==> config.mk <==
export PLATFORM = sky130hd
export DESIGN_NAME = serial_deserializer_flat
export DESIGN_NICKNAME = d
export VERILOG_FILES = /design/src/rtl/rx_pkg.sv /design/src/rtl/serial_deserializer_if.sv /design/src/rtl/shift_in_reg.sv /design/src/rtl/serial_deserializer.sv /design/src/flat_wrapper.sv
export SDC_FILE = /design/constraint.sdc
export NUM_CORES = 1
export LEC_CHECK = 0
export BUFFER_PORTS_ARGS = -buffer_cell sky130_fd_sc_hd__buf_4
export CAP_MARGIN = 20
export CORE_AREA = 2 2 39 41
export DETAILED_ROUTE_END_ITERATION = 7
export DIE_AREA = 0 0 41 43
export PLACE_DENSITY = 0.7
export SYNTH_ARGS = -nofsm -noshare
export SYNTH_HDL_FRONTEND = slang
export SYNTH_HIERARCHICAL = 1
export SYNTH_SLANG_ARGS = --single-unit
==> constraint.sdc <==
create_clock -name clk -period 4 [get_ports clk]
set_input_delay 0.4 -clock clk [delete_from_list [all_inputs] [get_ports clk]]
set_output_delay 0.4 -clock clk [all_outputs]
set_load 0.01 [all_outputs]
==> src/rtl/rx_pkg.sv <==
// Shared definitions for the serial receive path.
// Holds the receiver FSM state type and the line-level constants used to
// recognise an idle line and a start bit.
package rx_pkg;

  typedef enum logic [1:0] {
    IDLE  = 2'd0,
    DATA  = 2'd1,
    STOP  = 2'd2,
    BREAK = 2'd3
  } rx_state_t;

  localparam logic LINE_IDLE = 1'b1;
  localparam logic START_BIT = 1'b0;

endpackage

==> src/rtl/serial_deserializer_if.sv <==
// Bundle of the serial receive signals.
// Ports (slave = receiver side):
//   bit_en     sample strobe into the receiver
//   serial_in  1-bit serial line, idles high
//   data_out   last correctly framed word
//   data_valid one-cycle pulse on a data_out update
//   frame_err  one-cycle pulse on a low stop bit
//   busy       high while a frame is in progress
interface serial_deserializer_if #(
  parameter int WIDTH = 4
) ();

  logic             bit_en;
  logic             serial_in;
  logic [WIDTH-1:0] data_out;
  logic             data_valid;
  logic             frame_err;
  logic             busy;

  modport master (
    output bit_en, serial_in,
    input  data_out, data_valid, frame_err, busy
  );

  modport slave (
    input  bit_en, serial_in,
    output data_out, data_valid, frame_err, busy
  );

endinterface

==> src/rtl/shift_in_reg.sv <==
// Serial-in, parallel-out shift register.
// Ports:
//   clk       system clock
//   reset     synchronous active-high clear
//   shift_en  shift bit_in in on this edge
//   bit_in    incoming serial bit
//   q         parallel contents
// With MSB_FIRST=0 bits enter at the top and move down, so after WIDTH
// shifts the first bit sits in q[0]. With MSB_FIRST=1 bits enter at the
// bottom and move up, so the first bit ends in q[WIDTH-1].
module shift_in_reg #(
  parameter int WIDTH     = 4,
  parameter bit MSB_FIRST = 1'b0
) (
  input  logic             clk,
  input  logic             reset,
  input  logic             shift_en,
  input  logic             bit_in,
  output logic [WIDTH-1:0] q
);

  logic [WIDTH-1:0] q_reg;
  logic [WIDTH-1:0] q_next;

  generate
    if (WIDTH == 1) begin : g_single
      assign q_next = bit_in;
    end else if (MSB_FIRST) begin : g_msb_first
      assign q_next = {q_reg[WIDTH-2:0], bit_in};
    end else begin : g_lsb_first
      assign q_next = {bit_in, q_reg[WIDTH-1:1]};
    end
  endgenerate

  always_ff @(posedge clk) begin
    if (reset) begin
      q_reg <= '0;
    end else if (shift_en) begin
      q_reg <= q_next;
    end
  end

  assign q = q_reg;

endmodule

==> src/rtl/serial_deserializer.sv <==
// Framed serial receiver: start bit, WIDTH data bits, stop bit.
// Ports:
//   clk    system clock
//   reset  synchronous active-high reset, aborts any frame silently
//   bus    serial_deserializer_if.slave (bit_en, serial_in in;
//          data_out, data_valid, frame_err, busy out)
// The line is only examined on edges with bit_en=1; bit timing comes from
// outside. data_valid is meant to drive a downstream register enable, so it
// is a single-cycle pulse regardless of strobe spacing.
module serial_deserializer
  import rx_pkg::*;
#(
  parameter int WIDTH     = 4,
  parameter bit MSB_FIRST = 1'b0
) (
  input  logic                  clk,
  input  logic                  reset,
  serial_deserializer_if.slave  bus
);

  localparam int CNT_W = $clog2(WIDTH + 1);
  localparam logic [CNT_W-1:0] LAST_BIT = CNT_W'(WIDTH - 1);

  rx_state_t        state_reg, state_next;
  logic [CNT_W-1:0] cnt_reg, cnt_next;
  logic [WIDTH-1:0] data_out_reg, data_out_next;
  logic             data_valid_reg, data_valid_next;
  logic             frame_err_reg, frame_err_next;
  logic             shift_en;
  logic [WIDTH-1:0] word;

  shift_in_reg #(
    .WIDTH     (WIDTH),
    .MSB_FIRST (MSB_FIRST)
  ) u_shift (
    .clk      (clk),
    .reset    (reset),
    .shift_en (shift_en),
    .bit_in   (bus.serial_in),
    .q        (word)
  );

  always_ff @(posedge clk) begin
    if (reset) begin
      state_reg      <= IDLE;
      cnt_reg        <= '0;
      data_out_reg   <= '0;
      data_valid_reg <= 1'b0;
      frame_err_reg  <= 1'b0;
    end else begin
      state_reg      <= state_next;
      cnt_reg        <= cnt_next;
      data_out_reg   <= data_out_next;
      data_valid_reg <= data_valid_next;
      frame_err_reg  <= frame_err_next;
    end
  end

  // Pulses default low, so they last exactly one cycle even when the
  // strobe is asserted on consecutive edges.
  always_comb begin
    state_next      = state_reg;
    cnt_next        = cnt_reg;
    data_out_next   = data_out_reg;
    data_valid_next = 1'b0;
    frame_err_next  = 1'b0;
    shift_en        = 1'b0;

    if (bus.bit_en) begin
      case (state_reg)
        IDLE: begin
          if (bus.serial_in == START_BIT) begin
            state_next = DATA;
            cnt_next   = '0;
          end
        end
        DATA: begin
          shift_en = 1'b1;
          cnt_next = cnt_reg + 1'b1;
          if (cnt_reg == LAST_BIT) begin
            state_next = STOP;
          end
        end
        STOP: begin
          if (bus.serial_in == LINE_IDLE) begin
            data_out_next   = word;
            data_valid_next = 1'b1;
            state_next      = IDLE;
          end else begin
            frame_err_next = 1'b1;
            state_next     = BREAK;
          end
        end
        BREAK: begin
          // Wait for the line to return high so a held-low line is not
          // mistaken for a new start bit.
          if (bus.serial_in == LINE_IDLE) begin
            state_next = IDLE;
          end
        end
        default: state_next = IDLE;
      endcase
    end
  end

  assign bus.data_out   = data_out_reg;
  assign bus.data_valid = data_valid_reg;
  assign bus.frame_err  = frame_err_reg;
  assign bus.busy       = (state_reg != IDLE);

endmodule
==> src/flat_wrapper.sv <==
// flat-port wrapper written by rule: the top's interface ports become plain ports
module serial_deserializer_flat import rx_pkg::*;
#(
  parameter int WIDTH     = 4,
  parameter bit MSB_FIRST = 1'b0
)
  (clk, reset, bus_bit_en, bus_serial_in, bus_data_out, bus_data_valid, bus_frame_err, bus_busy);
  serial_deserializer_if #(.WIDTH(WIDTH)) bus_i ();
  input  logic clk;
  input  logic reset;
  input wire logic [$bits(bus_i.bit_en)-1:0] bus_bit_en;
  input wire logic [$bits(bus_i.serial_in)-1:0] bus_serial_in;
  output wire logic [$bits(bus_i.data_out)-1:0] bus_data_out;
  output wire logic [$bits(bus_i.data_valid)-1:0] bus_data_valid;
  output wire logic [$bits(bus_i.frame_err)-1:0] bus_frame_err;
  output wire logic [$bits(bus_i.busy)-1:0] bus_busy;
  assign bus_i.bit_en = bus_bit_en;
  assign bus_i.serial_in = bus_serial_in;
  assign bus_data_out = bus_i.data_out;
  assign bus_data_valid = bus_i.data_valid;
  assign bus_frame_err = bus_i.frame_err;
  assign bus_busy = bus_i.busy;
  serial_deserializer #(.WIDTH(WIDTH), .MSB_FIRST(MSB_FIRST)) u_core (.clk(clk), .reset(reset), .bus(bus_i));
endmodule
* Word level (Yosys, flattened, before mapping)
Index checks and enable logic that the tools add are counted.
** Word-level totals
- ROM bits :: 0
- Bits in latches :: 0
- RAM bits :: 0
- Memories kept :: 0
- Flip-flop bits (word level) :: 15
- Logic and storage cells :: 34
** Cells by class
- $mul :: 0
- Shifts and indexed selects :: 0
- Muxes and demuxes :: 11
- Divide/modulo/power cells :: 0
- Equality and inequality tests :: 7
- Bitwise gates (word level) :: 2
- Add/sub/neg operators :: 1
- Reduce and logical (&&, ||, !) cells :: 7
- $lt $le $gt $ge :: 0
** Operators by type and width (number)
- 2-to-1 mux 2 bit :: 4
- one-hot mux 2 bit (4 select lines) :: 1
- one-hot mux 3 bit (2 select lines) :: 1
- AND reduction 3 bit :: 2
- == test 2 bit (second input constant) :: 2
- 2-to-1 mux 1 bit :: 4
- != test 2 bit (second input constant) :: 2
- AND reduction 4 bit :: 1
- nonzero test 2 bit :: 2
- adder 3 x 1 -> 3 bit (second input constant) :: 1
- == test 3 x 2 -> 1 bit (second input constant) :: 1
- 2-to-1 mux 3 bit :: 1
- OR reduction 3 bit :: 1
- == test 2 x 1 -> 1 bit (second input constant) :: 1
- logical NOT 2 bit :: 1
- != test 2 x 1 -> 1 bit (second input constant) :: 1
- NOT 1 bit :: 2

* Longest topological paths before layout
Gate-level depths: netlist of the first run.
- Word-level depth :: 3
- Mapped depth :: 6
- Mapped depth without buffers :: 5

* Hierarchy
The synthesis of the first run kept the hierarchy.
** By module, submodules not included
- serial_deserializer :: instances 1, cells each 51, area each 494.2 um^2
- shift_in_reg :: instances 1, cells each 13, area each 140.1 um^2

* Least setup slack after synthesis of the first run
No wires, ideal clock.
- Path kind :: reg2reg
- From :: reg u_core.cnt_reg[0]
- To :: reg u_core.cnt_reg[2]
- Required time :: 3.929 ns
- Cell stages (with the launch flop) :: 5
- Setup slack :: 2.582 ns
- Library setup time :: 0.071 ns
- Clock period less this slack :: 1.418 ns
- Arrival :: 1.348 ns
- Path buffers :: 0
- Path through :: dfxtp_1 ha_1 ha_1 or4b_1 a21oi_1
** Between the ends
- Word-level cells in the longest chain between the ends :: 2
** Ends and longest elaborated chain
- from (decl) :: RTL line serial_deserializer.sv:25 : logic [CNT_W-1:0] cnt_reg, cnt_next;
- from (signal assigned) :: RTL line serial_deserializer.sv:52 : cnt_reg <= cnt_next;
- adder 3 x 1 -> 3 bit :: RTL line serial_deserializer.sv:79 : cnt_next = cnt_reg + 1'b1;
- one-hot mux 3 bit (2 select lines) :: RTL line serial_deserializer.sv:70 : case (state_reg)
Every way passes these cells.
A chain may end at the register's enable or synchronous reset.

* Final worst setup path of the first run
- From :: reg u_core.state_reg[1]
- To :: out bus_busy
** Between the ends
- Word-level cells in the longest chain between the ends :: 1
** Ends and longest elaborated chain
- from (decl) :: RTL line serial_deserializer.sv:24 : rx_state_t state_reg, state_next;
- from (signal assigned) :: RTL line serial_deserializer.sv:51 : state_reg <= state_next;
- nonzero test 2 bit :: RTL line serial_deserializer.sv:109 : assign bus.busy = (state_reg != IDLE);
- to (decl) :: RTL line flat_wrapper.sv:16 : output wire logic [$bits(bus_i.busy)-1:0] bus_busy;
Every way passes these cells.

==> results of run 1 <==
==> cell type report <==
type / count / area (um^2)
Timing Repair Buffer: 10 / 75.1
Multi-Input combinational cell: 43 / 300
Fill cell: 127 / 658
Sequential cell: 15 / 300
Inverter: 1 / 3.75
Clock buffer: 4 / 26.3
Tap cell: 16 / 20.0
==> worst min-delay path by stage <==
stage                                 start                endpoint  slack, ns  cells past startpoint
after global placement    u_core/cnt_reg[2]       u_core/cnt_reg[2]       0.46                      2
final                                 reset       u_core/cnt_reg[2]       0.40                      2
after global routing                  reset  u_core/bus.data_out[3]       0.41                      2
after CTS                             reset       u_core/cnt_reg[2]       0.39                      2
after detailed placement  u_core/cnt_reg[1]       u_core/cnt_reg[1]       0.48                      2
after floorplan           u_core/cnt_reg[2]       u_core/cnt_reg[2]       0.45                      2
==> layer usage <==
layer | track usage | share of wire | up-vias
li1 | - | - | 237
met1 | 0.180 | 0.44 | 215
met2 | 0.216 | 0.53 | 5
met3 | 0.0471 | 0.027 | 2
met4 | 0.0800 | 0.0050 | 0
met5 | 0 | 0 | -
==> stage by stage <==
step / hold slack, ns / setup WS [ns] / utilization
after floorplan: 0.450 / 2.58 / -
after global placement: 0.462 / 2.57 / 0.505
after detailed placement: 0.479 / 2.54 / 0.505
after CTS: 0.387 / 2.47 / 0.524
after global routing: 0.410 / 2.42 / 0.524
final: 0.402 / 2.48 / 0.524
==> kinds of logic (layout without fill, tap and decap cells) <==
family / Yosys count / count (layout) / synth area share
and+or+nand+nor: 23 / 23 / 0.209
DFF: 15 / 15 / 0.473
AOI/OAI and AO/OA: 9 / 9 / 0.0828
muxes: 9 / 9 / 0.142
buffers and inverters: 6 / 15 / 0.0532
adders and majority gates: 2 / 2 / 0.0394
==> report_power, final <==
group          switching (W)  internal (W)  total (W)  leakage, nW
Combinational     0.00000898    0.00000837  0.0000174        0.183
Clock              0.0000422     0.0000386  0.0000808       0.0150
Sequential        0.00000223      0.000151   0.000153        0.121
==> cells in the mapped netlist, drive strengths merged <==
library cell   n  area [um^2]
a21oi          3         15.0
nand3b         1         7.51
and4b          1         10.0
clkbuf         2         8.75
or2            1         6.26
o21ai          4         20.0
nor2          12         45.0
inv            1         3.75
nand2b         1         13.8
mux2i          9         90.1
ha             2         25.0
buf            3         21.3
nand4b         2         17.5
or4b           1         10.0
a2bb2oi        1         8.76
dfxtp         15          300
nor2b          2         12.5
nand2          1         3.75
a32oi          1         8.76
and2           1         6.26
==> impl_metrics.tcl, run 1 <==
set metrics [dict create \
    core_area_um2 1380 \
    ys_seq_area_frac 0.473 \
    synth_nets 70 \
    setup_viol 0 \
    report.final.slew_viol_count 0 \
    dp_hpwl_um 726 \
    finalNetCount 80 \
    wl_per_cell_um 11.2 \
    io_pins 11 \
    worst-path-max-fanout 10 \
    final_common_cell "dfxtp_1" \
    critical_path.top_delay_family "flip-flops" \
    vias 459 \
    status "completed" \
    place_area_um2 699 \
    post-route-min-period_ns 1.52 \
    cp_data_required_time_ns 3.60 \
    r2r_setup_slack_ns 2.53 \
    fmax_mhz 658 \
    reg2reg_from "u_core/cnt_reg[0]" \
    worstPathArrival_ns 1.12 \
    gp_congestion 0.684 \
    drc_errors 0 \
    die_w_um 41 \
    viasPerCell 5.16 \
    design_area_um2 726 \
    grt_util_all_layers 0.146 \
    final_cells 89 \
    firstDrtPassIters 3 \
    clk_pin_slew_ns 0.08 \
    power_density_nw_per_um2 346 \
    grt_pass1_vias 433 \
    clockRootBuffer "clkbuf_4" \
    syn_to_final_growth_pct 14.4 \
    ctsHtreeMaxLevel 1 \
    reg2reg_depth 4 \
    cts_tree "yes" \
    cp-endpoint "bus_busy" \
    cts_buffer_depth 2 \
    io_buffers 10 \
    initial_utilization 0.458 \
    avgSynthCellArea_um2 9.91 \
    ant_nets 0 \
    final.setup.tns_ns 0 \
    synth.ff_latch_count 15 \
    clock_sinks 15 \
    critPathBufInv 1 \
    cpPeakStageDelay_ns 0.39 \
    cp-start-kind "flip-flop" \
    rows 14 \
    dieHeight_um 43 \
    post-cts-setup-buffers 0 \
    ir_worst_vdd_v 0.000212 \
    dp_cells 85 \
    startpoint "u_core/state_reg[1]" \
    end_kind "output pin" \
    syn_area_um2 634 \
    cp.depth 2 \
    skew_ns 0.00314 \
    globalRoute.totalOverflow 0 \
    die_area_um2 1760 \
    drt-initial-drc-count 6 \
    wirelength_um 999 \
    r2r_end "u_core/cnt_reg[2]" \
    grt_max_degree 16 \
    path_cells "or2_2, buf_4" \
    synth_warnings 6 \
    netlist_instances 64 \
    finalPower_w 0.000251 \
    clk_latency_ns 0.27 \
    diodes 0 \
    grt_antenna_before_repair 0 \
    critPathSlowestCell "dfxtp_1" \
    finalCritPeriodShare 0.380 \
    hold_violations 0 \
    slew-limit-headroom 0.757 \
    ys_types 22 \
    drv_cap 0 \
    post_cts_resize_count 0 \
    hp-class "primary input to flip-flop" \
    worst_pin_slew_ns 0.363 \
    layout_common_cells "dfxtp_1 (15), nor2_1 (12), buf_4 (10), mux2i_1 (9), o21ai_0 (4)" \
    grt_pass1_wl_um 1740 \
    drive_gt1_frac 0.205 \
    worst-setup-path-type "flip-flop to output pin" \
    power.leakage_nw 0.319 \
    hold_buffers 0 \
    rsz0062_at_grt "false" \
    cts_buffers 3 \
]
Power figures use the tool's default switching activity.
==> run 2, diff against run 1 <==
--- a/config.mk
+++ b/config.mk
@@ -7,9 +7,9 @@
 export LEC_CHECK = 0
 export BUFFER_PORTS_ARGS = -buffer_cell sky130_fd_sc_hd__buf_4
 export CAP_MARGIN = 20
-export CORE_AREA = 2 2 39 41
+export CORE_MARGIN = 1.5
+export CORE_UTILIZATION = 46
 export DETAILED_ROUTE_END_ITERATION = 7
-export DIE_AREA = 0 0 41 43
 export PLACE_DENSITY = 0.7
 export SYNTH_ARGS = -nofsm -noshare
 export SYNTH_HDL_FRONTEND = slang
==> constraint.sdc (replaced) <==
create_clock -name clk -period 1.31 [get_ports clk]
set_input_delay 0.131 -clock clk [delete_from_list [all_inputs] [get_ports clk]]
set_output_delay 0.131 -clock clk [all_outputs]
set_load 0.01 [all_outputs]
==> run 2 against run 1 <==
  * The run now ends with setup timing left
  * Highest routed layer unchanged
  * Sequential cell count stayed put
  * Clock skew is 0.00057 ns lower
  * Critical endpoint is now u_core/cnt_reg[2]
  * Total power grew to 3.2 times the previous value
  * Sequential power grew to 3.0 times the previous value
  * Register-to-register slack worse by 2.5 ns
  * Critical path type is now flip-flop to flip-flop
==> impl_metrics.tcl, run 2 (synthesized netlist as in run 1, its figures left out) <==
set metrics [dict create \
    status "finished with violations" \
    violations "setup timing" \
    skew_ns 0.00257 \
    grt_max_degree 16 \
    whs_ns 0.121 \
    power.leakage_nw 0.347 \
    report.final.slew_viol_count 0 \
    final_cells 93 \
    slew-limit-headroom 0.846 \
    ctsHtreeMaxLevel 1 \
    clockRootBuffer "clkbuf_4" \
    grt_pass1_wl_um 1770 \
    power_density_nw_per_um2 992 \
    grt_antenna_before_repair 0 \
    post-cts-setup-buffers 0 \
    firstDrtPassIters 2 \
    ir_worst_vdd_v 0.000608 \
    rsz0062_at_grt "true" \
    grt_pass1_vias 414 \
    hp-class "primary input to flip-flop" \
    diodes 0 \
    wirelength_um 1090 \
    syn_to_final_growth_pct 26.0 \
    gp_congestion 0.708 \
    finalNetCount 85 \
    io_buffers 10 \
    grt_util_all_layers 0.173 \
    worstPathArrival_ns 1.55 \
    cts_buffers 3 \
    critPathMostFrequentCell "ha_4" \
    fin_ws_ns -0.0170 \
    drt-initial-drc-count 5 \
    end_kind "flip-flop" \
    drv_cap 0 \
    clock_sinks 15 \
    critPathSlowestCell "or4b_1" \
    finalCritPeriodShare 1.01 \
    dp_cells 89 \
    worst-path-max-fanout 2 \
    die_area_um2 1610 \
    final_common_cell "buf_4" \
    initial_utilization 0.494 \
    fmax_mhz 754 \
    clk_latency_ns 0.28 \
    ant_nets 0 \
    cpPeakStageDelay_ns 0.45 \
    dieHeight_um 40.1 \
    globalRoute.totalOverflow 0 \
    worst-setup-path-type "flip-flop to flip-flop" \
    drc_errors 0 \
    layout_common_cells "buf_4 (14), nor2_1 (12), dfxtp_1 (11), mux2i_1 (9)" \
    cts_buffer_depth 2 \
    worst_pin_slew_ns 0.230 \
    cts_tree "yes" \
    wl_per_cell_um 11.8 \
    vias 478 \
    viasPerCell 5.14 \
    rows 13 \
    io_pins 11 \
    cp_data_required_time_ns 1.53 \
    clk_pin_slew_ns 0.09 \
    drive_gt1_frac 0.346 \
    path_cells "ha_4, ha_4, or4b_1, a21oi_1" \
    cp-start-kind "flip-flop" \
    die_w_um 40.1 \
    setup_viol 1 \
    post-route-min-period_ns 1.33 \
    hold_violations 0 \
    core_area_um2 1280 \
    num-fill-cells 119 \
    dp_hpwl_um 769 \
    finalPower_w 0.000793 \
]
==> run 2: changes by cell type in the layout (fill, tap and decap cells not counted) <==
cell      delta
buf_4        +4
buf_6        +1
clkbuf_1     -1
clkinv_2     +1
dfxtp_1      -4
dfxtp_2      +4
ha_1         -2
ha_4         +2
or2_2        -1
or2_4        +1
==> run 2: power breakdown <==
group          leakage (nW)  internal (W)  switching (W)
clock network        0.0177      0.000113       0.000143
registers             0.123      0.000461     0.00000369
logic                 0.207     0.0000379      0.0000341
total                 0.347      0.000612       0.000181
==> run 2: repair_timing <==
item                       in CTS  in global routing
pin swaps                       3                  2
hold buffers                    0                  0
gates resized for setup         4                  4
setup endpoints to repair       1                  2
==> run 2: worst max-delay path: cells and delay by family, from the launching register on <==
kind | cells | cell delay, ns
adder cells (fa/ha/maj) | 2 | 0.35
AND/OR/NAND/NOR | 1 | 0.45
AO/OA/AOI/OAI | 1 | 0.12
flip-flops | 1 | 0.34
==> run 2: final cells by class <==
| class | count | area, um^2 | share of cell area |
|---|---|---|---|
| clock buffers | 3 | 22.5 | 0.0282 |
| clock inverters | 1 | 5.00 | 0.00626 |
| inverters | 1 | 3.75 | 0.00469 |
| multi-input cells | 43 | 328 | 0.410 |
| flip-flops and latches | 15 | 305 | 0.382 |
| well taps | 15 | 18.8 | 0.0235 |
| repair buffers | 15 | 116 | 0.146 |
==> run 2: metal layers <==
layer,part of all wire,global-route usage
met4,0.012,0.129
met3,0.034,0.0500
met5,0,0
met1,0.47,0.218
met2,0.49,0.246
==> run 2: stage by stage <==
stage	worst slack, ns	util	TNS, ns	instance area [um^2]
finish	-0.0170	0.622	-0.0170	800
detailed placement	-0.0624	0.574	-0.0624	738
floorplan	-0.0275	-	-0.0275	637
CTS	-0.0745	0.615	-0.0745	791
global route	-0.0628	0.622	-0.0628	800
global placement	-0.0448	0.574	-0.0448	738
==> run 2: final timing paths <==
path                      from           endpoint  slack, ns  cells past startpoint
max          u_core/cnt_reg[0]  u_core/cnt_reg[2]      -0.02                      4
max reg2reg  u_core/cnt_reg[0]  u_core/cnt_reg[2]      -0.02                      4
min reg2reg  u_core/cnt_reg[2]  u_core/cnt_reg[2]       0.48                      2
min                      reset  u_core/cnt_reg[1]       0.12                      2
==> run 3, diff against run 2 <==
--- a/config.mk
+++ b/config.mk
@@ -5,12 +5,11 @@
 export SDC_FILE = /design/constraint.sdc
 export NUM_CORES = 1
 export LEC_CHECK = 0
-export BUFFER_PORTS_ARGS = -buffer_cell sky130_fd_sc_hd__buf_4
 export CAP_MARGIN = 20
-export CORE_MARGIN = 1.5
-export CORE_UTILIZATION = 46
+export CORE_AREA = 2 2 39 41
 export DETAILED_ROUTE_END_ITERATION = 7
-export PLACE_DENSITY = 0.7
+export DIE_AREA = 0 0 41 43
+export DONT_BUFFER_PORTS = 1
 export SYNTH_ARGS = -nofsm -noshare
 export SYNTH_HDL_FRONTEND = slang
 export SYNTH_HIERARCHICAL = 1
==> run 3 against run 2 <==
  * Non-clock buffer count fell by 10
  * Die area rose by 9.4%
  * Utilization fell by 10 points
  * Clock-buffer cell count did not move
  * Clock power barely moved
  * Final cell count fell by 9.7%
  * The run ends with hold timing, setup timing left
==> impl_metrics.tcl, run 3 (synthesized netlist as in run 1, its figures left out) <==
set metrics [dict create \
    finalPower_w 0.000766 \
    core_area_um2 1380 \
    clock_sinks 15 \
    ant_nets 0 \
    worstPathArrival_ns 1.58 \
    fin_ws_ns -0.0531 \
    initial_utilization 0.458 \
    final_common_cell "dfxtp_1" \
    design_area_um2 718 \
    ir_worst_vdd_v 0.000727 \
    wl_per_cell_um 13.7 \
    grt_max_degree 16 \
    hold_violations 14 \
    switching_share 0.218 \
    worst-path-max-fanout 2 \
    drv_cap 0 \
    cts_buffers 3 \
    num-fill-cells 143 \
    slew-limit-headroom 0.812 \
    setup_viol 1 \
    globalRoute.totalOverflow 0 \
    drc_errors 0 \
    clockRootBuffer "clkbuf_4" \
    p_seq_frac 0.608 \
    die_w_um 41 \
    critPathSlowestCell "or4b_1" \
    rows 14 \
    fmax_mhz 734 \
    syn_to_final_growth_pct 13.2 \
    violations "hold timing, setup timing" \
    vias 448 \
    drive_gt1_frac 0.235 \
    viasPerCell 5.33 \
    dieHeight_um 43 \
    fin_util 0.519 \
    status "finished with violations" \
    place_area_um2 664 \
    p_clk_frac 0.336 \
    cp_data_required_time_ns 1.53 \
    ctsHtreeMaxLevel 1 \
    grt_pass1_vias 464 \
    final.setup.tns_ns -0.0531 \
    io_buffers 0 \
    place_ws_ns -0.105 \
    grt_util_all_layers 0.169 \
    rsz0062_at_grt "true" \
    cpPeakStageDelay_ns 0.47 \
    wirelength_um 1150 \
    clk_pin_slew_ns 0.09 \
    comb_power_share 0.055 \
    path_cells "ha_4, ha_4, or4b_1, a21oi_1" \
    finalNetCount 75 \
    power_density_nw_per_um2 1070 \
    die_area_um2 1760 \
    p_int_w 0.000599 \
    layout_common_cells "dfxtp_1 (13), nor2_1 (12), mux2i_1 (9), buf_4 (5), o21ai_0 (4)" \
    post-route-min-period_ns 1.36 \
    diodes 0 \
    drt-initial-drc-count 6 \
    grt_pass1_wl_um 1930 \
    cts_buffer_depth 2 \
    whs_ns -0.0989 \
    dp_hpwl_um 807 \
    critical_path.top_delay_family "simple AND/OR/NAND/NOR gates" \
    worst_pin_slew_ns 0.282 \
    p_sw_w 0.000167 \
    critPathBufInv 0 \
    grt_antenna_before_repair 0 \
    power.leakage_nw 0.295 \
    clk_latency_ns 0.28 \
    hp-class "primary input to flip-flop" \
    skew_ns 0.00383 \
    worst-setup-path-type "flip-flop to flip-flop" \
    finalCritPeriodShare 1.04 \
    end_kind "flip-flop" \
    firstDrtPassIters 4 \
    critPathMostFrequentCell "ha_4" \
    io_pins 11 \
    gp_congestion 0.627 \
    report.final.slew_viol_count 0 \
    post-cts-setup-buffers 0 \
    cp-start-kind "flip-flop" \
    cts_tree "yes" \
]
run 3: cell count changes in the layout (fill, tap and decap cells not counted):
cell | previous run | this run
buf_4 | 14 | 5
or2_4 | 1 | 0
and2_1 | 1 | 0
or2_2 | 0 | 1
dfxtp_1 | 11 | 13
dfxtp_2 | 4 | 2
and2_2 | 0 | 1
buf_6 | 1 | 0
run 3: path summary, 6_finish.rpt:
kind,start,endpoint,slack [ns],depth (start not counted)
worst max-delay path,u_core/cnt_reg[0],u_core/cnt_reg[2],-0.05,4
worst min-delay path,reset,u_core/cnt_reg[1],-0.1,1
worst max register to register,u_core/cnt_reg[0],u_core/cnt_reg[2],-0.05,4
worst min register to register,u_core/cnt_reg[2],u_core/cnt_reg[2],0.48,2
run 3: what timing repair did:
action,CTS,global route
setup endpoints to repair,1,5
hold endpoints to repair,14,14
gates resized for setup,4,1
pin swaps,2,2
run 3: layout make-up:
type,instances,area [um^2],share of cell area
clock buffers,3,22.5,0.0314
clock inverters,1,5.00,0.00697
inverters,1,3.75,0.00523
multi-input cells,43,327,0.455
flip-flops and latches,15,303,0.422
well taps,16,20.0,0.0279
repair buffers,5,37.5,0.0523
run 3: layer usage:
metal  GRT usage  vias to the layer above  routed length, um
li1            -                      226                  -
met1       0.195                      217                503
met2       0.250                        3                610
met3      0.0524                        2                 22
met4       0.120                        0                 15
met5           0                        -                  0
run 3: metrics by stage:
step / std cells / hold WS (ns)
final: 84 / -0.0989
after global routing: 84 / -0.123
after CTS: 84 / -0.114
after detailed placement: 80 / 0.203
after global placement: 80 / 0.202
after floorplan: 64 / 0.203
run 3: power by group through the flow:
stage	Combinational, W	Clock [W]	Sequential (W)
3_3_place_gp	0.0000416	0	0.000476
5_1_grt	0.0000469	0.000291	0.000467
4_1_cts	0.0000425	0.000275	0.000466
6_report	0.0000425	0.000258	0.000466
2_1_floorplan	0.0000415	0	0.000473
3_5_place_dp	0.0000418	0	0.000476
